==> config.mk <==
export PLATFORM = sky130hd
export DESIGN_NAME = time_set_ctrl
export DESIGN_NICKNAME = d
export VERILOG_FILES = /design/src/rtl/time_set_pkg.sv /design/src/rtl/key_debounce.sv /design/src/rtl/time_set_ctrl.sv
export SDC_FILE = /design/constraint.sdc
export NUM_CORES = 1
export LEC_CHECK = 0
export ABC_AREA = 1
export CAP_MARGIN = 20
export CORE_MARGIN = 2
export CORE_UTILIZATION = 32
export CTS_CLUSTER_SIZE = 10
export DETAILED_ROUTE_END_ITERATION = 7
export SETUP_SLACK_MARGIN = 0.5
export SYNTH_ARGS = -nofsm -noshare
export SYNTH_HDL_FRONTEND = slang
export SYNTH_SLANG_ARGS = --single-unit
==> constraint.sdc <==
create_clock -name clk -period 8.7 [get_ports clk]
set_clock_uncertainty 0.1 [all_clocks]
set_input_delay 1.305 -clock clk [delete_from_list [all_inputs] [get_ports clk]]
set_output_delay 1.305 -clock clk [all_outputs]
set_load 0.02 [all_outputs]
==> src/rtl/time_set_pkg.sv <==
// Shared types and defaults for the time-of-day set-mode controller.
//   state_t        : set-mode FSM states (IDLE, SET_MIN, SET_HOUR)
//   SYNC_STAGES    : flip-flops in each key synchroniser
//   DEF_*          : default parameter values used by time_set_ctrl / key_debounce
// The auto-repeat defaults exist only when TIME_SET_AUTO_REPEAT_EN is defined.
package time_set_pkg;

  typedef enum logic [1:0] {
    IDLE     = 2'd0,
    SET_MIN  = 2'd1,
    SET_HOUR = 2'd2
  } state_t;

  localparam int SYNC_STAGES = 2;

  localparam logic [19:0] DEF_DEBOUNCE_CYCLES = 20'd1_000_000;
  localparam logic [31:0] DEF_TIMEOUT_CYCLES  = 32'd1_000_000_000;
  localparam logic [31:0] DEF_BLINK_CYCLES    = 32'd25_000_000;
`ifdef TIME_SET_AUTO_REPEAT_EN
  localparam logic [31:0] DEF_REPEAT_DELAY    = 32'd50_000_000;
  localparam logic [31:0] DEF_REPEAT_PERIOD   = 32'd10_000_000;
`endif

endpackage

==> src/rtl/key_debounce.sv <==
// One push-button input path: synchroniser -> debouncer -> rising-edge press.
// Ports:
//   clk     in  system clock
//   reset   in  asynchronous, active-high reset
//   key_raw in  raw, asynchronous, active-high button
//   level   out debounced key level
//   press   out registered one-cycle pulse on a debounced 0->1 transition
// A raw edge reaches 'press' after SYNC_STAGES + DEBOUNCE_CYCLES + 1 cycles.
module key_debounce
  import time_set_pkg::*;
#(
  parameter logic [19:0] DEBOUNCE_CYCLES = DEF_DEBOUNCE_CYCLES
) (
  input  logic clk,
  input  logic reset,
  input  logic key_raw,
  output logic level,
  output logic press
);

  logic [SYNC_STAGES-1:0] r_sync;
  logic [19:0]            r_cnt;
  logic                   r_level;
  logic                   r_level_d;
  logic                   r_press;
  logic                   w_synced;

  assign w_synced = r_sync[SYNC_STAGES-1];
  assign level    = r_level;
  assign press    = r_press;

  always_ff @(posedge clk or posedge reset) begin
    if (reset) begin
      r_sync    <= '0;
      r_cnt     <= '0;
      r_level   <= 1'b0;
      r_level_d <= 1'b0;
      r_press   <= 1'b0;
    end else begin
      r_sync <= {r_sync[SYNC_STAGES-2:0], key_raw};
      // The synced value must disagree with the level for DEBOUNCE_CYCLES
      // consecutive cycles; any agreement restarts the count.
      if (w_synced != r_level) begin
        if (r_cnt == DEBOUNCE_CYCLES - 20'd1) begin
          r_level <= w_synced;
          r_cnt   <= '0;
        end else begin
          r_cnt <= r_cnt + 20'd1;
        end
      end else begin
        r_cnt <= '0;
      end
      r_level_d <= r_level;
      r_press   <= r_level & ~r_level_d;
    end
  end

endmodule

==> src/rtl/time_set_ctrl.sv <==
// Set-mode sequencer for the time-of-day timer.
// Two raw buttons are debounced (key_debounce x2); a set press walks
// IDLE -> SET_MIN -> SET_HOUR -> IDLE, an increase press in SET_* issues a
// one-cycle inc_minute / inc_hour pulse. Set mode auto-exits after
// TIMEOUT_CYCLES without a press, and blink_phase flashes the edited field.
// Ports:
//   clk, reset (async, active-high), power_state (0 forces IDLE),
//   set_key, increase_key (raw buttons),
//   set_mode, set_select (0=minute, 1=hour), inc_minute, inc_hour, blink_phase.
// Build option: define TIME_SET_AUTO_REPEAT_EN to add auto-repeat of a held
// increase key (REPEAT_DELAY, then every REPEAT_PERIOD cycles).
module time_set_ctrl
  import time_set_pkg::*;
#(
  parameter logic [19:0] DEBOUNCE_CYCLES = DEF_DEBOUNCE_CYCLES,
  parameter logic [31:0] TIMEOUT_CYCLES  = DEF_TIMEOUT_CYCLES,
  parameter logic [31:0] BLINK_CYCLES    = DEF_BLINK_CYCLES
`ifdef TIME_SET_AUTO_REPEAT_EN
  ,
  parameter logic [31:0] REPEAT_DELAY    = DEF_REPEAT_DELAY,
  parameter logic [31:0] REPEAT_PERIOD   = DEF_REPEAT_PERIOD
`endif
) (
  input  logic clk,
  input  logic reset,
  input  logic power_state,
  input  logic set_key,
  input  logic increase_key,
  output logic set_mode,
  output logic set_select,
  output logic inc_minute,
  output logic inc_hour,
  output logic blink_phase
);

  logic w_set_press, w_set_level, w_inc_press, w_inc_level;

  key_debounce #(.DEBOUNCE_CYCLES(DEBOUNCE_CYCLES)) u_set_key (
    .clk(clk), .reset(reset), .key_raw(set_key),
    .level(w_set_level), .press(w_set_press)
  );

  key_debounce #(.DEBOUNCE_CYCLES(DEBOUNCE_CYCLES)) u_inc_key (
    .clk(clk), .reset(reset), .key_raw(increase_key),
    .level(w_inc_level), .press(w_inc_press)
  );

  state_t      r_state, w_state_nxt;
  logic        r_inc_minute, r_inc_hour, w_inc_minute_nxt, w_inc_hour_nxt;
  logic [31:0] r_tmo_cnt, w_tmo_cnt_nxt;
  logic [31:0] r_blink_cnt, w_blink_cnt_nxt;
  logic        r_blink_phase, w_blink_phase_nxt;
  logic        w_tmo_hit, w_inc_fire, w_enter, w_rep_fire;

  assign set_mode    = (r_state != IDLE);
  assign set_select  = (r_state == SET_HOUR);
  assign inc_minute  = r_inc_minute;
  assign inc_hour    = r_inc_hour;
  assign blink_phase = r_blink_phase;

  assign w_tmo_hit = (r_state != IDLE) && (r_tmo_cnt == TIMEOUT_CYCLES - 32'd1);
  assign w_enter   = (w_state_nxt != IDLE) && (w_state_nxt != r_state);

  // Next state and increment request; branches are in priority order, so a
  // set press always beats a simultaneous increase press.
  always_comb begin
    w_state_nxt = r_state;
    w_inc_fire  = 1'b0;
    if (!power_state) begin
      w_state_nxt = IDLE;
    end else if (w_set_press) begin
      case (r_state)
        IDLE:    w_state_nxt = SET_MIN;
        SET_MIN: w_state_nxt = SET_HOUR;
        default: w_state_nxt = IDLE;
      endcase
    end else if (w_tmo_hit) begin
      w_state_nxt = IDLE;
    end else if ((r_state != IDLE) && (w_inc_press || w_rep_fire)) begin
      w_inc_fire = 1'b1;
    end
    w_inc_minute_nxt = w_inc_fire && (r_state == SET_MIN);
    w_inc_hour_nxt   = w_inc_fire && (r_state == SET_HOUR);
  end

  // Inactivity and blink timers.
  always_comb begin
    w_tmo_cnt_nxt     = r_tmo_cnt + 32'd1;
    w_blink_cnt_nxt   = r_blink_cnt + 32'd1;
    w_blink_phase_nxt = r_blink_phase;
    if (w_state_nxt == IDLE) begin
      w_tmo_cnt_nxt     = '0;
      w_blink_cnt_nxt   = '0;
      w_blink_phase_nxt = 1'b0;
    end else begin
      if (w_enter || w_set_press || w_inc_press || w_inc_fire) begin
        w_tmo_cnt_nxt = '0;
      end
      if (w_enter || w_set_press) begin
        w_blink_cnt_nxt   = '0;
        w_blink_phase_nxt = 1'b0;
      end else if (r_blink_cnt == BLINK_CYCLES - 32'd1) begin
        w_blink_cnt_nxt   = '0;
        w_blink_phase_nxt = ~r_blink_phase;
      end
    end
  end

  always_ff @(posedge clk or posedge reset) begin
    if (reset) begin
      r_state       <= IDLE;
      r_inc_minute  <= 1'b0;
      r_inc_hour    <= 1'b0;
      r_tmo_cnt     <= '0;
      r_blink_cnt   <= '0;
      r_blink_phase <= 1'b0;
    end else begin
      r_state       <= w_state_nxt;
      r_inc_minute  <= w_inc_minute_nxt;
      r_inc_hour    <= w_inc_hour_nxt;
      r_tmo_cnt     <= w_tmo_cnt_nxt;
      r_blink_cnt   <= w_blink_cnt_nxt;
      r_blink_phase <= w_blink_phase_nxt;
    end
  end

`ifdef TIME_SET_AUTO_REPEAT_EN
  // r_rep_armed: an accepted press is being tracked while the key stays held.
  // r_rep_on: the initial delay has elapsed; r_rep_cnt now counts periods.
  logic        r_rep_armed, w_rep_armed_nxt;
  logic        r_rep_on, w_rep_on_nxt;
  logic [31:0] r_rep_cnt, w_rep_cnt_nxt;
  logic        w_unused_levels;

  assign w_unused_levels = w_set_level;
  assign w_rep_fire = r_rep_armed && w_inc_level &&
                      (r_rep_on ? (r_rep_cnt == REPEAT_PERIOD - 32'd1)
                                : (r_rep_cnt == REPEAT_DELAY - 32'd1));

  always_comb begin
    w_rep_armed_nxt = r_rep_armed;
    w_rep_on_nxt    = r_rep_on;
    w_rep_cnt_nxt   = r_rep_cnt + 32'd1;
    if ((w_state_nxt != r_state) || (w_state_nxt == IDLE)) begin
      w_rep_armed_nxt = 1'b0;
      w_rep_on_nxt    = 1'b0;
      w_rep_cnt_nxt   = '0;
    end else if (w_inc_press) begin
      w_rep_armed_nxt = 1'b1;
      w_rep_on_nxt    = 1'b0;
      w_rep_cnt_nxt   = '0;
    end else if (!r_rep_armed || !w_inc_level) begin
      w_rep_armed_nxt = 1'b0;
      w_rep_on_nxt    = 1'b0;
      w_rep_cnt_nxt   = '0;
    end else if (w_rep_fire) begin
      w_rep_on_nxt  = 1'b1;
      w_rep_cnt_nxt = '0;
    end
  end

  always_ff @(posedge clk or posedge reset) begin
    if (reset) begin
      r_rep_armed <= 1'b0;
      r_rep_on    <= 1'b0;
      r_rep_cnt   <= '0;
    end else begin
      r_rep_armed <= w_rep_armed_nxt;
      r_rep_on    <= w_rep_on_nxt;
      r_rep_cnt   <= w_rep_cnt_nxt;
    end
  end
`else
  logic w_unused_levels;
  assign w_unused_levels = w_set_level ^ w_inc_level;
  assign w_rep_fire      = 1'b0;
`endif

endmodule
==> results of run 1 <==
==> power by group through the flow <==
stage,clock (mW),sequential (mW),combinational [mW]
after floorplan,0,0.568,0.0155
after global placement,0,0.569,0.0237
after detailed placement,0,0.569,0.0238
after CTS,0.704,0.559,0.0239
after global routing,0.728,0.559,0.0272
final,0.682,0.559,0.0223
==> through the flow <==
step                      total power [mW]  cell area, um^2  hold slack [ps]
after floorplan                      0.584             6930              231
after global placement               0.592             7280              237
after detailed placement             0.593             7280              237
after CTS                             1.29             7850              251
after global routing                  1.31             7850              256
final                                 1.26             7850              248
==> sequential cells by signal (all words and copies together), names as in the netlist, 2 cells and up <==
name,flops
r_blink_cnt,32
u_inc_key.r_sync,2
r_tmo_cnt,32
u_inc_key.r_cnt,20
u_set_key.r_sync,2
r_state,2
u_set_key.r_cnt,20
==> cells by family after synthesis <==
logic type / Yosys count / synth area share, %
xor+xnor: 47 / 5.94
compound gates: 29 / 2.53
flops: 119 / 43.0
fa+ha+maj: 4 / 0.722
simple gates: 616 / 40.0
buf+inv: 127 / 7.81
==> routing by layer <==
metal  global-route usage (%)  share of wire (%)
met5                        0                  0
met4                     6.07                2.2
met3                     3.10                2.7
met2                     23.4                 45
met1                     20.7                 50
==> critical path, stage by stage (launching register included) <==
cell	delay, ps
dfrtp_1	450
nor2_1	220
inv_1	90
clkdlybuf4s50_1	540
==> layout by cell type (no fill, tap or decap), types with 2 or more instances in the layout <==
| master | count |
|---|---|
| inv_1 | 109 |
| nor3_1 | 84 |
| xnor2_1 | 9 |
| clkinv_4 | 3 |
| clkinv_2 | 3 |
| a21oi_1 | 21 |
| xor2_1 | 38 |
| clkbuf_16 | 17 |
| ha_1 | 4 |
| nor4_1 | 3 |
| nand4_1 | 14 |
| bufinv_16 | 2 |
| clkdlybuf4s50_1 | 9 |
| nor3_2 | 21 |
| nand3_1 | 75 |
| nand2_1 | 241 |
| o21ai_0 | 3 |
| dfrtp_1 | 119 |
| clkbuf_1 | 3 |
| inv_2 | 4 |
| and3_1 | 2 |
| nor2_2 | 8 |
| nor3b_1 | 3 |
| clkinvlp_4 | 2 |
| nor2_1 | 155 |
| nand3_2 | 5 |
| buf_4 | 3 |
| nand2_2 | 2 |
==> how the worst min path moves through the flow <==
stage,from,end,slack [ps],depth (start not counted)
after floorplan,u_inc_key.r_sync[0]$_DFF_PP0_,u_inc_key.r_sync[1]$_DFF_PP0_,230,0
after global placement,u_set_key.r_sync[0]$_DFF_PP0_,u_set_key.r_sync[1]$_DFF_PP0_,240,0
after detailed placement,u_set_key.r_sync[0]$_DFF_PP0_,u_set_key.r_sync[1]$_DFF_PP0_,240,0
after CTS,u_set_key.r_sync[0]$_DFF_PP0_,u_set_key.r_sync[1]$_DFF_PP0_,250,0
after global routing,u_set_key.r_sync[0]$_DFF_PP0_,u_set_key.r_sync[1]$_DFF_PP0_,260,0
final,u_set_key.r_sync[0]$_DFF_PP0_,u_set_key.r_sync[1]$_DFF_PP0_,250,0
==> final cells by class <==
| cell class | instances | area (um^2) |
|---|---|---|
| Multi-Input combinational cell | 696 | 3410 |
| Timing Repair Buffer | 12 | 113 |
| Fill cell | 2224 | 13300 |
| Clock buffer | 21 | 450 |
| Inverter | 114 | 430 |
| Clock inverter | 11 | 125 |
| Sequential cell | 119 | 2980 |
| Tap cell | 275 | 344 |
==> results.cfg, run 1 <==
[pwr]
seqPwrFrac_pct = 44.2
swShare_pct = 21.6
leakage_nw = 3.12
netSwitchingPower_uw = 273
p_int_uw = 991
powerDensity_mw_per_mm2 = 161
ir_drop_v = 0.000149
combPwrFrac_pct = 1.8
clockPowerShare_pct = 54.0

[yosys]
yosysWarningCount = 0
synthTopCellsByCount = nand2_1, nor2_1, dfrtp_1
synth_area_per_cell_um2 = 7.36
netlist_area_mm2 = 0.00693
yosysSeqAreaShare_pct = 43.0
synth_top_flop_cell = dfrtp_1
synth_top_area_share_pct = 43.0
synth.area.top_cells = dfrtp_1, nand2_1, nor2_1, nor3_1, inv_1
synthArstFlopShare_pct = 100
post-synth-top-area-cell = dfrtp_1
synth_cells = 942
synth_nets = 951
synth_edf_count = 0
yosysUniqueCellTypes = 32
yosysMostFrequentCell = nand2_1
ys_seq_elements = 119

[setup_path]
worst-path-max-fanout = 4
critPathLaunchType = register
r2r-end = r_blink_cnt[15]$_DFF_PP0_
rr_worst_depth = 7
endpoint = set_mode
worst_setup_path_end_kind = output pin
worst-setup-path-type = register to output pin
crit_required_ps = 7300
r2r_start = r_blink_cnt[0]$_DFF_PP0_
worstPathArrival_ps = 1720
regToRegSetupSlack_ps = 6140
crit_start = r_state[1]$_DFF_PP0_

[global_route]
grtUsageTotal_pct = 15.1
antenna_found_initial = 0
grt_pass1_vias = 5648
grt_max_degree = 69
grt_overflow = 0
grt_pass1_wl_mm = 27.2

[placed_design]
dpl.cell_count = 1216
dpl.hpwl_mm = 11.5
gp_congestion = 0.924
io_buffers = 9
pre_cts_slack_ps = 5380

[clocking]
postCtsResizedCells = 0
clk_latency_ps = 420
clockBufferDepth = 2
path_clk_slew_ps = 60
post_cts.repair.setup_buffers = 0
cts_hold_buf = 0
cts_made_buffers = 17
clock_sinks = 119
cts_root_buffer = clkbuf_16
h-tree-depth = 4
cts_tree = done

[route]
routed_via_density = 4.65
drtIter0Drc = 281
final_antenna_net_count = 0
wl_per_cell_um = 12.6
vias = 5804
dr.pass1.iters = 5
drc = 0
drt_wl_total_mm = 15.7

[min_path]
hold_path.class = register to register

[layout]
drive_gt1_share_pct = 7.81
instances_no_fill = 1248
n_antenna_cell = 0
fin_util_pct = 37.1
nNetsFinal = 969
area_growth_pct = 13.3

[timing]
max_freq_ghz = 0.321
finalHoldViolCount = 0
fin_crit_sh_pct = 35.9
slew_viol_final = 0
finalSetupViolCount = 0
worst_slack_ps = 5580
period_minus_slack_ps = 3120
rsz0062_at_grt = false
fin_setup_tns_ps = 0
slew-limit-headroom_pct = 42.8
worst_slew_pin_slew_ps = 858

[floorplanning]
num_rows = 53
core_area_mm2 = 0.0212
dieWidth_um = 151
initial_core_util_pct = 32.8
ioPinCount = 10
dieArea_mm2 = 0.0229
dieHeight_um = 151

[flow_run]
maxCapViolCount = 0

[outcome]
status = finished clean
No activity file was read; power rests on OpenSTA's default activity.
==> run 2, diff against run 1 <==
clock period = 2.9 ns   (was 8.7 ns; I/O delays follow)
==> run 2 against run 1 <==
- sequential share of layout area shrank 0.44 points
- power increased to 3.1 times the previous value
- combinational power rose to 3.2 times the previous value
- final cell count up 0.16%
- setup slack worse by 5000 ps
- register-to-register slack worse by 5400 ps
- clock power grew to 3.2 times the previous value
- flip-flop and latch count unchanged
- routed wire length grew 0.67%
- count of clock-buffer cells in the layout fell by 3
- critical endpoint unchanged
==> results.cfg, run 2 (synthesis gave the netlist of run 1 again) <==
[route]
drc = 0
vias = 5897
routed_via_density = 4.72
drt_wl_total_mm = 15.9
dr.pass1.iters = 5
final_antenna_net_count = 0
wl_per_cell_um = 12.7
drtIter0Drc = 484

[setup_path]
critPathLaunchType = register
worstPathArrival_ps = 1800
worst-setup-path-type = register to output pin
cp_cell_sequence = nor2_1, inv_1, clkdlybuf4s50_1
rr_worst_depth = 9
r2r-end = r_blink_cnt[2]$_DFF_PP0_
worst-path-max-fanout = 7
regToRegSetupSlack_ps = 720
crit_required_ps = 2370
r2r_start = r_tmo_cnt[0]$_DFF_PP0_
crit_path_top_delay_cell = clkdlybuf4s50_1
crit_start = r_state[0]$_DFF_PP0_
worst_setup_path_end_kind = output pin
slowest_delay_ps = 610

[pwr]
swShare_pct = 21.9
leakage_nw = 3.15
combPwrFrac_pct = 1.8
p_int_mw = 3.07
ir_drop_v = 0.000407
total_power_mw = 3.93
clockPowerShare_pct = 55.5
netSwitchingPower_uw = 862
seqPwrFrac_pct = 42.7
powerDensity_mw_per_mm2 = 494

[placed_design]
gp_congestion = 0.894
dpl.hpwl_mm = 11.5
io_buffers = 9

[clocking]
clk_latency_ps = 430
cts_tree = done
clockBufferDepth = 2
cts_root_buffer = clkbuf_16
postCtsResizedCells = 0
clock_sinks = 119
h-tree-depth = 4
cts_made_buffers = 17
path_clk_slew_ps = 60
cts_hold_buf = 0
post_cts.repair.setup_buffers = 0

[floorplanning]
dieWidth_um = 151
core_area_mm2 = 0.0212
initial_core_util_pct = 32.8
dieArea_mm2 = 0.0229
num_rows = 53
ioPinCount = 10
dieHeight_um = 151

[global_route]
grtUsageTotal_pct = 14.9
grt_pass1_vias = 5642
grt_pass1_wl_mm = 27.1
grt_overflow = 0
antenna_found_initial = 0
grt_max_degree = 89

[timing]
period_minus_slack_ps = 2330
finalSetupViolCount = 0
rsz0062_at_grt = true
slew_viol_final = 0
fin_crit_sh_pct = 80.5
whs_ps = 202
finalHoldViolCount = 0
fin_setup_tns_ps = 0
worst_slew_pin_slew_ps = 767
slew-limit-headroom_pct = 48.7
max_freq_ghz = 0.428

[layout]
largestRegisters = r_blink_cnt x32, r_tmo_cnt x32
multi_input_area_mm2 = 0.00343
final_cell_mix = nand2_1, nor2_1, dfrtp_1, inv_1, nor3_1
num-fill-cells = 2167
drive_gt1_share_pct = 8.31
n_antenna_cell = 0
final_common_cell = nand2_1
nNetsFinal = 972
area_growth_pct = 14.6
register_area_mm2 = 0.00298

[flow_run]
maxCapViolCount = 0

[min_path]
hold_path.class = input port to asynchronous set/reset pin

[outcome]
status = finished clean
run 2: changes by cell type in the layout (fill, tap and decap cells not counted), sizes merged:
cell / before / now
inv: 115 / 116
clkinv: 6 / 5
bufinv: 2 / 3
buf: 3 / 5
clkinvlp: 2 / 3
clkbuf: 21 / 18
o2111ai: 1 / 2
run 2: worst max-delay path by stage:
stage,end,slack [ps]
5_1_grt,set_mode,480
6_report,set_mode,570
2_1_floorplan,blink_phase$_DFFE_PP0P_,910
4_1_cts,set_mode,620
3_3_place_gp,r_blink_cnt[30]$_DFF_PP0_,750
3_5_place_dp,r_blink_cnt[23]$_DFF_PP0_,640
run 2: critical path: cells and delay by family, from the launching register on:
| family | cells | cell delay (ps) |
|---|---|---|
| buffers and inverters | 2 | 710 |
| and+or+nand+nor | 1 | 120 |
| DFF | 1 | 540 |
run 2: power groups by stage:
stage / registers [mW] / logic, mW / clock network [mW]
finish: 1.68 / 0.0713 / 2.18
global route: 1.68 / 0.0852 / 2.31
CTS: 1.68 / 0.0747 / 2.23
detailed placement: 1.71 / 0.0745 / 0
global placement: 1.71 / 0.0748 / 0
floorplan: 1.71 / 0.0470 / 0
run 2: per-layer routing:
layer	routed length [um]	GRT usage, %	vias to the layer above
met5	0	0	-
met4	270	5.00	0
met3	616	3.46	23
met2	7430	24.0	110
met1	7540	19.7	2718
li1	-	-	3046
run 2: through the flow:
step | setup slack [ps] | cells | instance area, um^2 | utilization [%]
global route | 476 | 1250 | 7950 | 37.6
detailed placement | 644 | 1218 | 7320 | 34.6
finish | 566 | 1250 | 7950 | 37.6
CTS | 620 | 1249 | 7930 | 37.5
global placement | 750 | 1218 | 7320 | 34.6
floorplan | 910 | 942 | 6940 | -
run 2: area by class of cell:
| cell class | count | share of cell area (%) |
|---|---|---|
| timing repair buffer | 14 | 1.92 |
| sequential | 119 | 37.5 |
| inverter | 114 | 5.43 |
| multi-input combinational | 697 | 43.1 |
| tap | 275 | 4.33 |
| clock inverter | 13 | 2.16 |
| clock buffer | 18 | 5.53 |
